[config.mk]
export PLATFORM = sky130hd
export DESIGN_NAME = baud_gen_prog
export DESIGN_NICKNAME = d
export VERILOG_FILES = /design/src/rtl/baud_pkg.sv /design/src/rtl/baud_gen_prog.sv
export SDC_FILE = /design/constraint.sdc
export NUM_CORES = 1
export LEC_CHECK = 0
export ABC_AREA = 1
export ABC_CLOCK_PERIOD_IN_PS = 4500
export BUFFER_PORTS_ARGS = -buffer_cell sky130_fd_sc_hd__clkbuf_2
export CAP_MARGIN = 10
export CORE_MARGIN = 2
export CORE_UTILIZATION = 39
export CTS_CLUSTER_DIAMETER = 30
export CTS_CLUSTER_SIZE = 28
export DETAILED_ROUTE_END_ITERATION = 10
export SYNTH_ARGS = -nofsm -noshare
export SYNTH_HDL_FRONTEND = slang
export SYNTH_SLANG_ARGS = --single-unit
[constraint.sdc]
create_clock -name clk -period 4.5 [get_ports clk]
set_input_delay 0.9 -clock clk [delete_from_list [all_inputs] [get_ports clk]]
set_output_delay 0.9 -clock clk [all_outputs]
set_load 0.02 [all_outputs]
[src/rtl/baud_pkg.sv]
// baud_pkg: rate codes, standard rate table and divisor helper for the programmable baud generator.
package baud_pkg;

    localparam logic [2:0] BAUD_9600   = 3'd0;
    localparam logic [2:0] BAUD_14400  = 3'd1;
    localparam logic [2:0] BAUD_19200  = 3'd2;
    localparam logic [2:0] BAUD_38400  = 3'd3;
    localparam logic [2:0] BAUD_57600  = 3'd4;
    localparam logic [2:0] BAUD_115200 = 3'd5;
    localparam logic [2:0] BAUD_RSVD   = 3'd6;
    localparam logic [2:0] BAUD_CUSTOM = 3'd7;

    localparam int unsigned NUM_RATES = 6;
    localparam int unsigned BAUD_RATE [NUM_RATES] = '{9600, 14400, 19200, 38400, 57600, 115200};

    typedef enum logic {IDLE_CFG, PENDING} cfg_state_e;

    // Rounded clocks-per-os_tick; 64-bit math keeps rate*os and the rounding term exact.
    function automatic int unsigned baud_div(input int unsigned clk_hz, input int unsigned rate,
                                             input int unsigned os);
        longint unsigned num;
        longint unsigned den;
        den = 64'(rate) * 64'(os);
        num = 64'(clk_hz) + den / 2;
        return 32'(num / den);
    endfunction

endpackage

[src/rtl/baud_gen_prog.sv]
// baud_gen_prog: run-time programmable baud divider producing oversample and bit-rate ticks,
// with rate changes deferred to a bit boundary.
module baud_gen_prog
    import baud_pkg::*;
#(
    parameter int unsigned CLK_HZ     = 50_000_000,
    parameter int unsigned OVERSAMPLE = 16,
    parameter int unsigned DIV_W      = 16
) (
    input  logic             clk,
    input  logic             reset,
    input  logic             en,
    input  logic [2:0]       rate_sel,
    input  logic [DIV_W-1:0] div_custom,
    input  logic             cfg_load,
    output logic             os_tick,
    output logic             tx_tick,
    output logic             cfg_pending,
    output logic             cfg_err,
    output logic [DIV_W-1:0] active_div
);

    localparam int unsigned PH_W = (OVERSAMPLE > 2) ? $clog2(OVERSAMPLE) : 1;

    localparam int unsigned TBL [8] = '{
        baud_div(CLK_HZ, BAUD_RATE[BAUD_9600], OVERSAMPLE),
        baud_div(CLK_HZ, BAUD_RATE[BAUD_14400], OVERSAMPLE),
        baud_div(CLK_HZ, BAUD_RATE[BAUD_19200], OVERSAMPLE),
        baud_div(CLK_HZ, BAUD_RATE[BAUD_38400], OVERSAMPLE),
        baud_div(CLK_HZ, BAUD_RATE[BAUD_57600], OVERSAMPLE),
        baud_div(CLK_HZ, BAUD_RATE[BAUD_115200], OVERSAMPLE),
        0,
        0
    };

    localparam logic [DIV_W-1:0] DIV_RST = DIV_W'(TBL[0]);
    localparam logic [DIV_W-1:0] DIV_ONE = DIV_W'(1);
    localparam logic [DIV_W-1:0] DIV_TWO = DIV_W'(2);
    localparam logic [PH_W-1:0]  PH_ONE  = PH_W'(1);
    localparam logic [PH_W-1:0]  PH_LAST = PH_W'(OVERSAMPLE - 1);

    if (OVERSAMPLE < 2 || OVERSAMPLE > 64) begin : g_os_err
        $error("baud_gen_prog: OVERSAMPLE out of range 2..64");
    end

    for (genvar i = 0; i < NUM_RATES; i++) begin : g_tbl_chk
        if (TBL[i] < 2 || (TBL[i] >> DIV_W) != 0) begin : g_err
            $error("baud_gen_prog: table divisor below 2 or wider than DIV_W");
        end
    end

    logic [DIV_W-1:0] div_cnt_q, div_cnt_d;
    logic [DIV_W-1:0] active_div_q, active_div_d;
    logic [DIV_W-1:0] pend_div_q, pend_div_d;
    logic [PH_W-1:0]  phase_q, phase_d;
    cfg_state_e       state_q, state_d;
    logic             cfg_err_q, cfg_err_d;
    logic [DIV_W-1:0] load_div;
    logic             load_bad, load_ok, apply;

    always_comb begin
        load_div     = (rate_sel == BAUD_CUSTOM) ? div_custom : DIV_W'(TBL[rate_sel]);
        load_bad     = cfg_load && (rate_sel == BAUD_RSVD || (rate_sel == BAUD_CUSTOM && div_custom < DIV_TWO));
        load_ok      = cfg_load && !load_bad;
        os_tick      = en && (div_cnt_q == active_div_q - DIV_ONE);
        tx_tick      = os_tick && (phase_q == PH_LAST);
        // A halted divider has no bit boundary to wait for, so apply straight away.
        apply        = (state_q == PENDING) && (tx_tick || !en);
        div_cnt_d    = (apply || os_tick) ? '0 : en ? div_cnt_q + DIV_ONE : div_cnt_q;
        phase_d      = (apply || tx_tick) ? '0 : os_tick ? phase_q + PH_ONE : phase_q;
        active_div_d = apply ? pend_div_q : active_div_q;
        pend_div_d   = load_ok ? load_div : pend_div_q;
        state_d      = load_ok ? PENDING : apply ? IDLE_CFG : state_q;
        cfg_err_d    = load_bad;
    end

    always_ff @(posedge clk) begin
        if (reset) begin
            div_cnt_q    <= '0;
            phase_q      <= '0;
            active_div_q <= DIV_RST;
            pend_div_q   <= DIV_RST;
            state_q      <= IDLE_CFG;
            cfg_err_q    <= 1'b0;
        end else begin
            div_cnt_q    <= div_cnt_d;
            phase_q      <= phase_d;
            active_div_q <= active_div_d;
            pend_div_q   <= pend_div_d;
            state_q      <= state_d;
            cfg_err_q    <= cfg_err_d;
        end
    end

    assign cfg_pending = (state_q == PENDING);
    assign cfg_err     = cfg_err_q;
    assign active_div  = active_div_q;

endmodule

# Yosys cells after proc, flatten, opt, wreduce, memory -nomap -nowiden
# Memory sizes are Yosys's and may differ from the RTL's.
# Cells that the tools add are included.
# W data, S select, Z words.
# word_totals
mem_bits_ro	256
word_cells	37
input_bits	23
latchBits	0
out_inout_bits	20
ramBits	0
mem_count	1
register_bits	54
# op_classes
bitwise	1
n_shift	0
addsub	3
n_div	0
eq_ne	4
reduce_logical	15
mul	0
magnitude_cmp	2
muxes	5
# memory_table
memory	words	width	read_ports	rd_clocked_by_memory_dff	wr	line_no	rtl
(no name shown)	8	32	1	0	0	baud_gen_prog.sv:62	load_div = (rate_sel == BAUD_CUSTOM) ? div_custom : DIV_W'(TBL[rate_sel]);
# ops
operator	n
$mux W16	3
$add A16 B1 Y16 const B	1
$eq A16 B16 Y1	1
$lt A16 B2 Y1 const B	1
$sub A16 B1 Y16 const B	1
$eq A3 B3 Y1 const B	2
$logic_and A1 B1 Y1	6
$add A4 B1 Y4 const B	1
$eq A4 B4 Y1 const B	1
$ge A4 B4 Y1 const B	1
$logic_or A1 B1 Y1	4
$not A3 Y4	1
$reduce_or A2 Y1	2
$logic_not A1 Y1	2
$mux W1	2
$reduce_bool A2 Y1	1

# Longest topological paths before layout
# Gate-level depths: netlist of the first run.
# depth
ltp_word	8
ltp_mapped	18
ltp_nobuf	16

# Worst setup path after synthesis of the first run
# OpenSTA, ideal clock, no wires.
# synth_timing
path_kind	in2out
startpoint	input port en
endpoint	output port tx_tick
t_arrival_ns	1.981
required_time_ns	3.600
slack_ns	1.619
stages	10
path_buffers	1
path_cell_list	buf_2 > inv_1 > nor2_1 > nand3_1 > nand3b_1 > nor2_1 > nand2_1 > nor2_1 > nand4_1 > inv_1
# synth_via
elab_chain_cells	2
# synth_rtl
item	line_no	rtl
start: declaration	baud_gen_prog.sv:12	input logic en,
$logic_and A1 B1 Y1	baud_gen_prog.sv:65	os_tick = en && (div_cnt_q == active_div_q - DIV_ONE);
$logic_and A1 B1 Y1	baud_gen_prog.sv:66	tx_tick = os_tick && (phase_q == PH_LAST);
end: declaration	baud_gen_prog.sv:17	output logic tx_tick,
# No other way between the ends.

# Final worst setup path of the first run
# layout_timing
startpoint	register active_div_q[0] (netlist: active_div[0])
endpoint	output port tx_tick
# layout_via
elab_chain_cells	4
# layout_rtl
item	line_no	rtl
start: declaration	baud_gen_prog.sv:53	logic [DIV_W-1:0] active_div_q, active_div_d;
start signal: assignment	baud_gen_prog.sv:88	active_div_q <= active_div_d;
$sub A16 B1 Y16	baud_gen_prog.sv:65	
$eq A16 B16 Y1	baud_gen_prog.sv:65	
$logic_and A1 B1 Y1	baud_gen_prog.sv:65	
$logic_and A1 B1 Y1	baud_gen_prog.sv:66	
# No other way between the ends.

==> results.txt, run 1 <==
Via density - 4.87
R2R cell count - 17
Crit path required time - 3600 ps
Sequential element share of the synthesized area - 33.2%
Leakage - 0.00174 µW
Hold buffers post-CTS - 0
I/O pin count - 43
Placer Congestion - 0.850
Site Rows - 33
Layout Skew - 7.47 ps
TritonCTS Buffers - 5
Worst skew pair latency - 310 ps
Routed WL per cell - 12.2 µm
Clk slew on worst S/H paths - 100 ps
GR Util met3 - 2.69%
Synth-to-Final Area Change - 11.2%
Outcome - complete, no violations
Post-route DRC - 0
Commonest non-fill, non-tap cell in the layout - nand2_1
Starting density of the core - 40.0%
Max incr delay on CP - 350 ps
Design area - 3620 µm²
Buffer and inverter count on the worst path - 3
Met1 usage in global routing - 24.5%
Peak VDD IR - 174 µV
Setup Crit Path Kind - reg -> out
Ys async rst share - 0%
Share of cells above drive strength 1 - 12.2%
Top cell family by delay on the critical path - simple AND/OR/NAND/NOR gates
Nets@finish - 560
Synth Warn # - 0
ANT cells - 0
TritonCTS clock tree - yes
Hold_sp - pend_div_q[4]
Hold Crit Class - reg -> reg
Relative max-transition margin - 53.3%
Core ar. - 8130 µm²
CP max-delay cell - dfxtp_1
WP depth - 13
Max-cap viol count - 0
Netlist Area Pre-Place - 3250 µm²
Total Power - 975 µW
Max Slew Vio Count - 0
Synth Flop Type - dfxtp_1
GR Util met2 - 29.7%
Final TNS setup - 0 ps
Antenna Nets Post-Route - 0
Post-DP Area - 3520 µm²
First DRT Iteration DRCs - 108
Post-Syn Nets - 524
Vias in the first global route - 2,857
CP Launch Type - register
CP endpoint - tx_tick
Fin crit period - 3270 ps
CP max FO - 7
Total die area - 9080 µm²
Antenna violations before repair - 0
Port buffer count - 42
Overflow after GRT - 0
Worst-margin pin slew - 696 ps
H-tree depth - 2
Unrepaired setup endpoints after global routing - no
Peak Freq - 306 MHz
R2r startpoint - active_div[0]
Post-route setup slack - 1230 ps
Setup-failing EPs final - 0
Yosys cell types - 38
Cell count after synthesis - 494
Largest net degree at the start of global routing - 31
First-pass DRT Iterations - 4
Crit path DAT - 2370 ps
Clk sink count - 54
Place WS - 1220 ps
Die X - 95.3 µm
Tcrit/Tclk final - 72.6%
CTS root buffer - clkbuf_8
Critical path endpoint category - output pin
GR peak layer - met2
Hold Fails Final Rpt - 0
Mapped Avg Cell Area - 6.58 µm²
CTS resizes - 0
Gr usage total - 17.9%
Synth Register Bits - 54
Dpl hpwl - 6.09 mm
Via Count - 3,100
Pwr Density - 270 nW/µm²
First-pass GRT wire length - 13.0 mm
Clk buf depth - 2
Final core area utilization - 44.5%
Die Span Y - 95.3 µm
Most used cell, CP - nor2_1
Most frequent cells in the layout - nand2_1, nor2_1, inv_1
Worst reg2reg endpoint - div_cnt_q[12]
CP cell instances - inv_1 -> ha_1 -> nand2_4 -> nor2_8 -> nand2_1 -> nor2_1 -> o21ai_0 -> nor2_1 -> nand2_1 -> nor2_1 -> nand4_1 -> inv_1 -> clkbuf_2
EDFF count, synth - 0
Post-CTS setup buffers - 0
FF-to-FF setup slack - 1790 ps
Crit. Startpoint - active_div[0]
DRT Wirelength - 7.76 mm
[stage by stage]
| stage | std cells | hold slack, ps |
|---|---|---|
| 2_1_floorplan | 494 | 427 |
| 3_3_place_gp | 628 | 446 |
| 3_5_place_dp | 628 | 449 |
| 4_1_cts | 636 | 466 |
| 5_1_grt | 636 | 495 |
| 6_report | 636 | 460 |
[power breakdown]
group	internal, µW	switching (µW)	total, µW	leakage, µW
registers	499	21.6	520	0.000441
clock network	115	174	289	0.0000491
logic	58.7	107	166	0.00125
[state kept, by name, indices dropped and copies added, names as in the netlist]
name / count
active_div: 16
cfg_err: 1
cfg_pending: 1
div_cnt_q: 16
pend_div_q: 16
phase_q: 4
[layer usage]
metal	part of all wire [%]	vias to the layer above
li1	-	1636
met1	49	1404
met2	46	51
met3	3.8	9
met4	1.4	0
met5	0	-
[cells in the mapped netlist, drive strengths merged, types with 2 or more instances]
cell type / n / area [µm²]
clkbuf: 9 / 33.8
nor3: 5 / 25.0
ha: 7 / 87.6
nand4: 9 / 56.3
nand2: 119 / 462
xnor2: 12 / 105
o21ai: 15 / 75.1
dfxtp: 54 / 1080
xor2: 16 / 140
a21oi: 26 / 130
buf: 6 / 53.8
nor2: 79 / 328
nand3b: 7 / 52.6
a211oi: 7 / 52.6
inv: 66 / 248
nand3: 43 / 220
clkinv: 2 / 7.51
a31oi: 2 / 12.5
[worst reg2reg max path, stage by stage (launching register included)]
cell and delay [ps]:
dfxtp_1 400, inv_1 100, ha_1 270, nand2_4 150
clkinv_1 70, nand3_1 90, nand2_1 60, nand2_1 70
nand2_1 60, nor2_1 110, nand2_1 50, nor2_1 130
nand2_1 80, o21bai_2 100, buf_4 300, nand2_2 160
nand3_2 300, nor2_1 80
[cell families after synthesis]
logic type	share of synthesized area (%)
buffers and inverters	10.5
muxes	0.308
adders and majority gates	2.69
DFF	33.2
AOI/OAI and AO/OA	9.93
xor gates and xnor gates	7.54
and+or+nand+nor	35.7
[worst min-delay path by stage]
stage,end,depth (start not counted)
after floorplan,pend_div_q[4],2
after global placement,pend_div_q[6],2
after detailed placement,pend_div_q[5],2
after CTS,pend_div_q[4],2
after global routing,pend_div_q[6],2
final,pend_div_q[4],2
[cell type report]
| type | count | area [µm²] |
|---|---|---|
| flip-flops and latches | 54 | 1080 |
| inverters | 68 | 255 |
| multi-input cells | 357 | 1830 |
| clock buffers | 5 | 68.8 |
| repair buffers | 44 | 225 |
| well taps | 105 | 131 |
| fillers | 866 | 4520 |
| clock inverters | 3 | 26.3 |
Note: power is estimated with default switching activity, not from simulation.
==> run 2, diff against run 1 <==
--- a/config.mk
+++ b/config.mk
@@ -6,7 +6,7 @@
 export NUM_CORES = 1
 export LEC_CHECK = 0
 export ABC_AREA = 1
-export ABC_CLOCK_PERIOD_IN_PS = 4500
+export ABC_CLOCK_PERIOD_IN_PS = 3200
 export BUFFER_PORTS_ARGS = -buffer_cell sky130_fd_sc_hd__clkbuf_2
 export CAP_MARGIN = 10
 export CORE_MARGIN = 2
==> constraint.sdc (replaced) <==
create_clock -name clk -period 3.2 [get_ports clk]
set_input_delay 0.64 -clock clk [delete_from_list [all_inputs] [get_ports clk]]
set_output_delay 0.64 -clock clk [all_outputs]
set_load 0.02 [all_outputs]
==> run 2 against run 1 <==
- sequential power up 41%
- critical path type unchanged
- combinational power up 40%
- die area unchanged
- largest power group unchanged
- clock skew up 5.0 ps
- total power up 49%
- worst setup slack worse by 1000 ps
- sequential share of layout area down 0.33 points
==> results.txt, run 2 (synthesis gave the netlist of run 1 again) <==
Clk buf depth - 2 (unchanged)
Largest net degree at the start of global routing - 29 (-6.5%)
Site Rows - 33 (unchanged)
Critical path endpoint category - output pin
Setup-failing EPs final - 0 (unchanged)
Crit path DAT - 2320 ps (-50 ps)
Routed WL per cell - 12.1 µm (-0.62%)
Design area - 3660 µm² (+1.2%)
CTS resizes - 0 (unchanged)
Peak VDD IR - 210 µV (+21%)
Antenna Nets Post-Route - 0 (unchanged)
ANT cells - 0 (unchanged)
CP Launch Type - register
Relative max-transition margin - 56.6% (+3.3 points)
Placer Congestion - 0.850 (about the same)
Clk slew on worst S/H paths - 100 ps (about the same)
Die Span Y - 95.3 µm (unchanged)
Starting density of the core - 40.0% (unchanged)
Max incr delay on CP - 350 ps (about the same)
Worst skew pair latency - 310 ps (about the same)
Die X - 95.3 µm (unchanged)
CTS root buffer - clkbuf_8
TritonCTS clock tree - yes
Via density - 4.89 (+0.30%)
Peak Freq - 338 MHz
Commonest non-fill, non-tap cell in the layout - nand2_1
First-pass GRT wire length - 12.3 mm (-5.3%)
Synth-to-Final Area Change - 12.6%
H-tree depth - 2 (unchanged)
Met1 usage in global routing - 24.6% (+0.073 points)
Pwr Density - 396 nW/µm² (+47%)
Buffer and inverter count on the worst path - 3 (unchanged)
Max-cap viol count - 0 (unchanged)
Total die area - 9080 µm² (unchanged)
Vias in the first global route - 2,636 (-7.7%)
CP cell instances - inv_1 -> ha_1 -> nand2_4 -> nor2_8 -> nand2_1 -> nor2_1 -> o21ai_0 -> nor2_1 -> nand2_1 -> nor2_1 -> nand4_1 -> inv_1 -> clkbuf_2
Share of cells above drive strength 1 - 12.9% (+0.68 points)
Leakage - 0.00176 µW (+1.4%)
Post-CTS setup buffers - 0 (unchanged)
Hold Crit Class - reg -> reg
DRT Wirelength - 7.75 mm (-0.15%)
TritonCTS Buffers - 5 (unchanged)
Outcome - complete, no violations
GR Util met3 - 2.77% (+0.079 points)
CP max-delay cell - dfxtp_2
GR Util met2 - 27.1% (-2.6 points)
Tcrit/Tclk final - 92.6%
I/O pin count - 43 (unchanged)
Dpl hpwl - 5.99 mm (-1.7%)
Max Slew Vio Count - 0 (unchanged)
Post-route setup slack - 238 ps (-997 ps)
First-pass DRT Iterations - 5 (+1)
Core ar. - 8130 µm² (unchanged)
Most used cell, CP - nor2_1
Via Count - 3,124 (+0.77%)
GR peak layer - met2
Final TNS setup - 0 ps (unchanged)
Gr usage total - 17.3% (-0.61 points)
Unrepaired setup endpoints after global routing - no
Top cell family by delay on the critical path - simple AND/OR/NAND/NOR gates
Nets@finish - 563 (+0.54%)
Layout Skew - 12.5 ps (+5.01 ps)
Setup Crit Path Kind - reg -> out
Antenna violations before repair - 0 (unchanged)
Port buffer count - 42 (unchanged)
CP max FO - 7 (unchanged)
Hold buffers post-CTS - 0 (unchanged)
Crit path required time - 2560 ps (-1040 ps)
Worst-margin pin slew - 648 ps (-47.6 ps)
Overflow after GRT - 0 (unchanged)
Worst hold margin - 462 ps (+1.99 ps)
Fin crit period - 2960 ps
Hold Fails Final Rpt - 0 (unchanged)
Most frequent cells in the layout - nand2_1, nor2_1, inv_1
Place WS - 330 ps (-889 ps)
Clk sink count - 54 (unchanged)
Post-DP Area - 3540 µm² (+0.64%)
Post-route DRC - 0 (unchanged)
First DRT Iteration DRCs - 113 (+4.6%)
[run 2: path summary, 6_finish.rpt]
| check | startpoint | end | slack, ps | cells past startpoint |
|---|---|---|---|---|
| setup / recovery | active_div[0] | tx_tick | 240 | 13 |
| hold / removal | pend_div_q[5] | pend_div_q[5] | 460 | 2 |
| setup reg to reg | active_div[0] | active_div[0] | 750 | 16 |
| hold reg to reg | pend_div_q[5] | pend_div_q[5] | 460 | 2 |
[run 2: metal layers]
layer,wire length (µm),up-vias
li1,-,1643
met1,3780,1418
met2,3540,56
met3,325,7
met4,95,0
met5,0,-
[run 2: worst min-delay path, cell delays in order, from the launching register on]
cell and delay (ps):
dfxtp_1 310, inv_1 60, a21oi_1 60
[run 2: power by group]
part	switching [µW]	internal (µW)	total, µW
Sequential	32.1	702	734
Combinational	148	84.6	233
Clock	244	238	482
Total	425	1020	1450
[run 2: cell type report]
type | instances | area, µm²
flip-flops and latches | 54 | 1080
repair buffers | 47 | 248
fillers | 857 | 4470
multi-input cells | 357 | 1830
clock buffers | 5 | 68.8
inverters | 68 | 255
well taps | 105 | 131
clock inverters | 3 | 47.5
[run 2: through the flow]
stage               utilization (%)  total power [µW]  std cells
detailed placement             43.6               983        631
finish                         45.0              1450        639
global route                   45.0              1530        639
global placement               43.6               982        631
floorplan                         -               913        494
CTS                            45.0              1470        639
==> run 3, diff against run 2 <==
--- a/config.mk
+++ b/config.mk
@@ -7,9 +7,9 @@
 export LEC_CHECK = 0
 export ABC_AREA = 1
 export ABC_CLOCK_PERIOD_IN_PS = 3200
-export BUFFER_PORTS_ARGS = -buffer_cell sky130_fd_sc_hd__clkbuf_2
+export BUFFER_PORTS_ARGS = -buffer_cell sky130_fd_sc_hd__buf_2
 export CAP_MARGIN = 10
-export CORE_MARGIN = 2
+export CORE_MARGIN = 5
 export CORE_UTILIZATION = 39
 export CTS_CLUSTER_DIAMETER = 30
 export CTS_CLUSTER_SIZE = 28
==> run 3 against run 2 <==
- clock skew shrank 1.8 ps
- register-to-register slack gained 60 ps
- die area grew 13%
- clock power shrank 14%
- critical path type unchanged
- largest power group unchanged
- highest routed layer unchanged
==> results.txt, run 3 (synthesis gave the netlist of run 1 again) <==
R2R cell count - 17 (+1)
Commonest non-fill, non-tap cell in the layout - nand2_1
Overflow after GRT - 0 (unchanged)
Crit path DAT - 2360 ps (+40 ps)
CP max FO - 4 (-3)
Total die area - 10,300 µm² (+13%)
Via density - 4.86 (-0.64%)
WP depth - 11 (-2)
Core ar. - 8180 µm² (+0.51%)
First DRT Iteration DRCs - 127 (+12%)
Leakage - 0.00176 µW (-0.28%)
Buffer and inverter count on the worst path - 3 (unchanged)
Via Count - 3,104 (-0.64%)
Clk buf depth - 2 (unchanged)
Share of cells above drive strength 1 - 13.5% (+0.56 points)
CTS root buffer - clkbuf_8
Met1 WL - 3.88 mm (+2.8%)
Outcome - complete, no violations
Top cell family by delay on the critical path - simple AND/OR/NAND/NOR gates
Die X - 101 µm (+6.3%)
Port buffer count - 42 (unchanged)
Setup Crit Path Kind - reg -> out
DR WL met2 - 3.73 mm (+5.2%)
Fin crit period - 3000 ps (+35.2 ps)
Met3 wire len - 319 µm (-1.8%)
Clk slew on worst S/H paths - 100 ps (about the same)
First-pass GRT wire length - 13.6 mm (+10%)
Antenna violations before repair - 0 (unchanged)
Worst hold margin - 468 ps (+5.75 ps)
Layout Skew - 10.7 ps (-1.79 ps)
CP cell instances - inv_2 -> ha_4 -> xor2_1 -> nand3_1 -> nand3b_1 -> nor2_1 -> nand2_1 -> nor2_1 -> nand4_1 -> inv_1 -> buf_2
Fillers - 903 (+5.4%)
Peak Freq - 334 MHz (-1.2%)
Max Slew Vio Count - 0 (unchanged)
Hold_sp - pend_div_q[5]
Setup-failing EPs final - 0 (unchanged)
Post-route DRC - 0 (unchanged)
Pwr Density - 379 nW/µm² (-4.3%)
Max layer used - met4
Placer Congestion - 0.884 (+4.0%)
Relative max-transition margin - 58.9% (+2.3 points)
Total Power - 1390 µW (-4.4%)
Most frequent cells in the layout - nand2_1, nor2_1, inv_1
Hold Crit Class - reg -> reg
Dpl hpwl - 6.28 mm (+4.8%)
Max-cap viol count - 0 (unchanged)
TritonCTS clock tree - yes
First-pass DRT Iterations - 4 (-1)
Hold Fails Final Rpt - 0 (unchanged)
Hold path depth - 2 (unchanged)
Crit. Startpoint - active_div[0]
Die Span Y - 101 µm (+6.3%)
Vias in the first global route - 2,896 (+9.9%)
Peak VDD IR - 179 µV (-15%)
CP max-delay cell - dfxtp_1
Largest net degree at the start of global routing - 29 (unchanged)
Routed WL per cell - 12.6 µm (+3.7%)
Worst-margin pin slew - 614 ps (-34.2 ps)
R2r startpoint - active_div[0]
Synth-to-Final Area Change - 12.5% (about the same)
Tcrit/Tclk final - 93.7% (+1.1 points)
Max incr delay on CP - 410 ps (+60 ps)
Clk sink count - 54 (unchanged)
Site Rows - 33 (unchanged)
I/O pin count - 43 (unchanged)
DRT Wirelength - 8.03 mm (+3.7%)
ANT cells - 0 (unchanged)
H-tree depth - 2 (unchanged)
TritonCTS Buffers - 5 (unchanged)
Worst skew pair latency - 320 ps (about the same)
Starting density of the core - 39.8% (-0.20 points)
Gr usage total - 16.2% (-1.1 points)
Fin cells - 639 (unchanged)
Antenna Nets Post-Route - 0 (unchanged)
Crit path required time - 2560 ps (about the same)
Critical path endpoint category - output pin
CP Launch Type - register
Most used cell, CP - nor2_1
Nets@finish - 563 (unchanged)
Placed Instances - 630 (-0.16%)
[run 3: cell types whose count changed in the layout (fill, tap and decap cells not counted), sizes merged]
cell / before / now
buf: 5 / 47
clkbuf: 47 / 5
bufinv: 1 / 0
inv: 67 / 68
[run 3: final cells by class]
| cell class | count | area [µm²] | area share, % |
|---|---|---|---|
| Clock buffer | 5 | 68.8 | 1.88 |
| Clock inverter | 3 | 28.8 | 0.787 |
| Inverter | 68 | 255 | 6.98 |
| Multi-Input combinational cell | 357 | 1850 | 50.4 |
| Sequential cell | 54 | 1080 | 29.5 |
| Tap cell | 105 | 131 | 3.59 |
| Timing Repair Buffer | 47 | 248 | 6.77 |
[run 3: metal layers]
metal,up-vias,GRT usage (%)
li1,1640,-
met4,0,3.99
met2,55,26.1
met5,-,0
met3,10,2.75
met1,1399,22.5
[run 3: through the flow]
step | setup slack, ps | instance area (µm²) | util [%] | setup TNS (ps)
after floorplan | 757 | 3250 | - | 0
after global placement | 376 | 3540 | 43.3 | 0
after detailed placement | 174 | 3540 | 43.3 | 0
after CTS | 151 | 3630 | 44.4 | 0
after global routing | -7.06 | 3660 | 44.8 | -7.06
final | 202 | 3660 | 44.8 | 0
[run 3: what timing repair did]
| item | in CTS | in global routing |
|---|---|---|
| resized for setup | 0 | 5 |
| setup endpoints to repair | 0 | 2 |
| hold buffers | 0 | 0 |
| setup buffers | 0 | 1 |
[run 3: final timing paths]
| check | slack, ps | endpoint |
|---|---|---|
| min reg2reg | 470 | pend_div_q[5] |
| min | 470 | pend_div_q[5] |
| max | 200 | tx_tick |
| max reg2reg | 810 | active_div[4] |
[run 3: worst reg2reg max path, delay by kind of cell (launching register included)]
family                     cells  cell delay, ps
AOI/OAI and AO/OA              1             140
adders and majority gates      1             180
buffers and inverters          3             460
DFF                            1             410
and+or+nand+nor               12            1080
[run 3: power by group]
part / switching, µW / total [µW] / internal, µW
registers: 34.0 / 735 / 702
logic: 149 / 235 / 86.0
clock network: 251 / 416 / 164
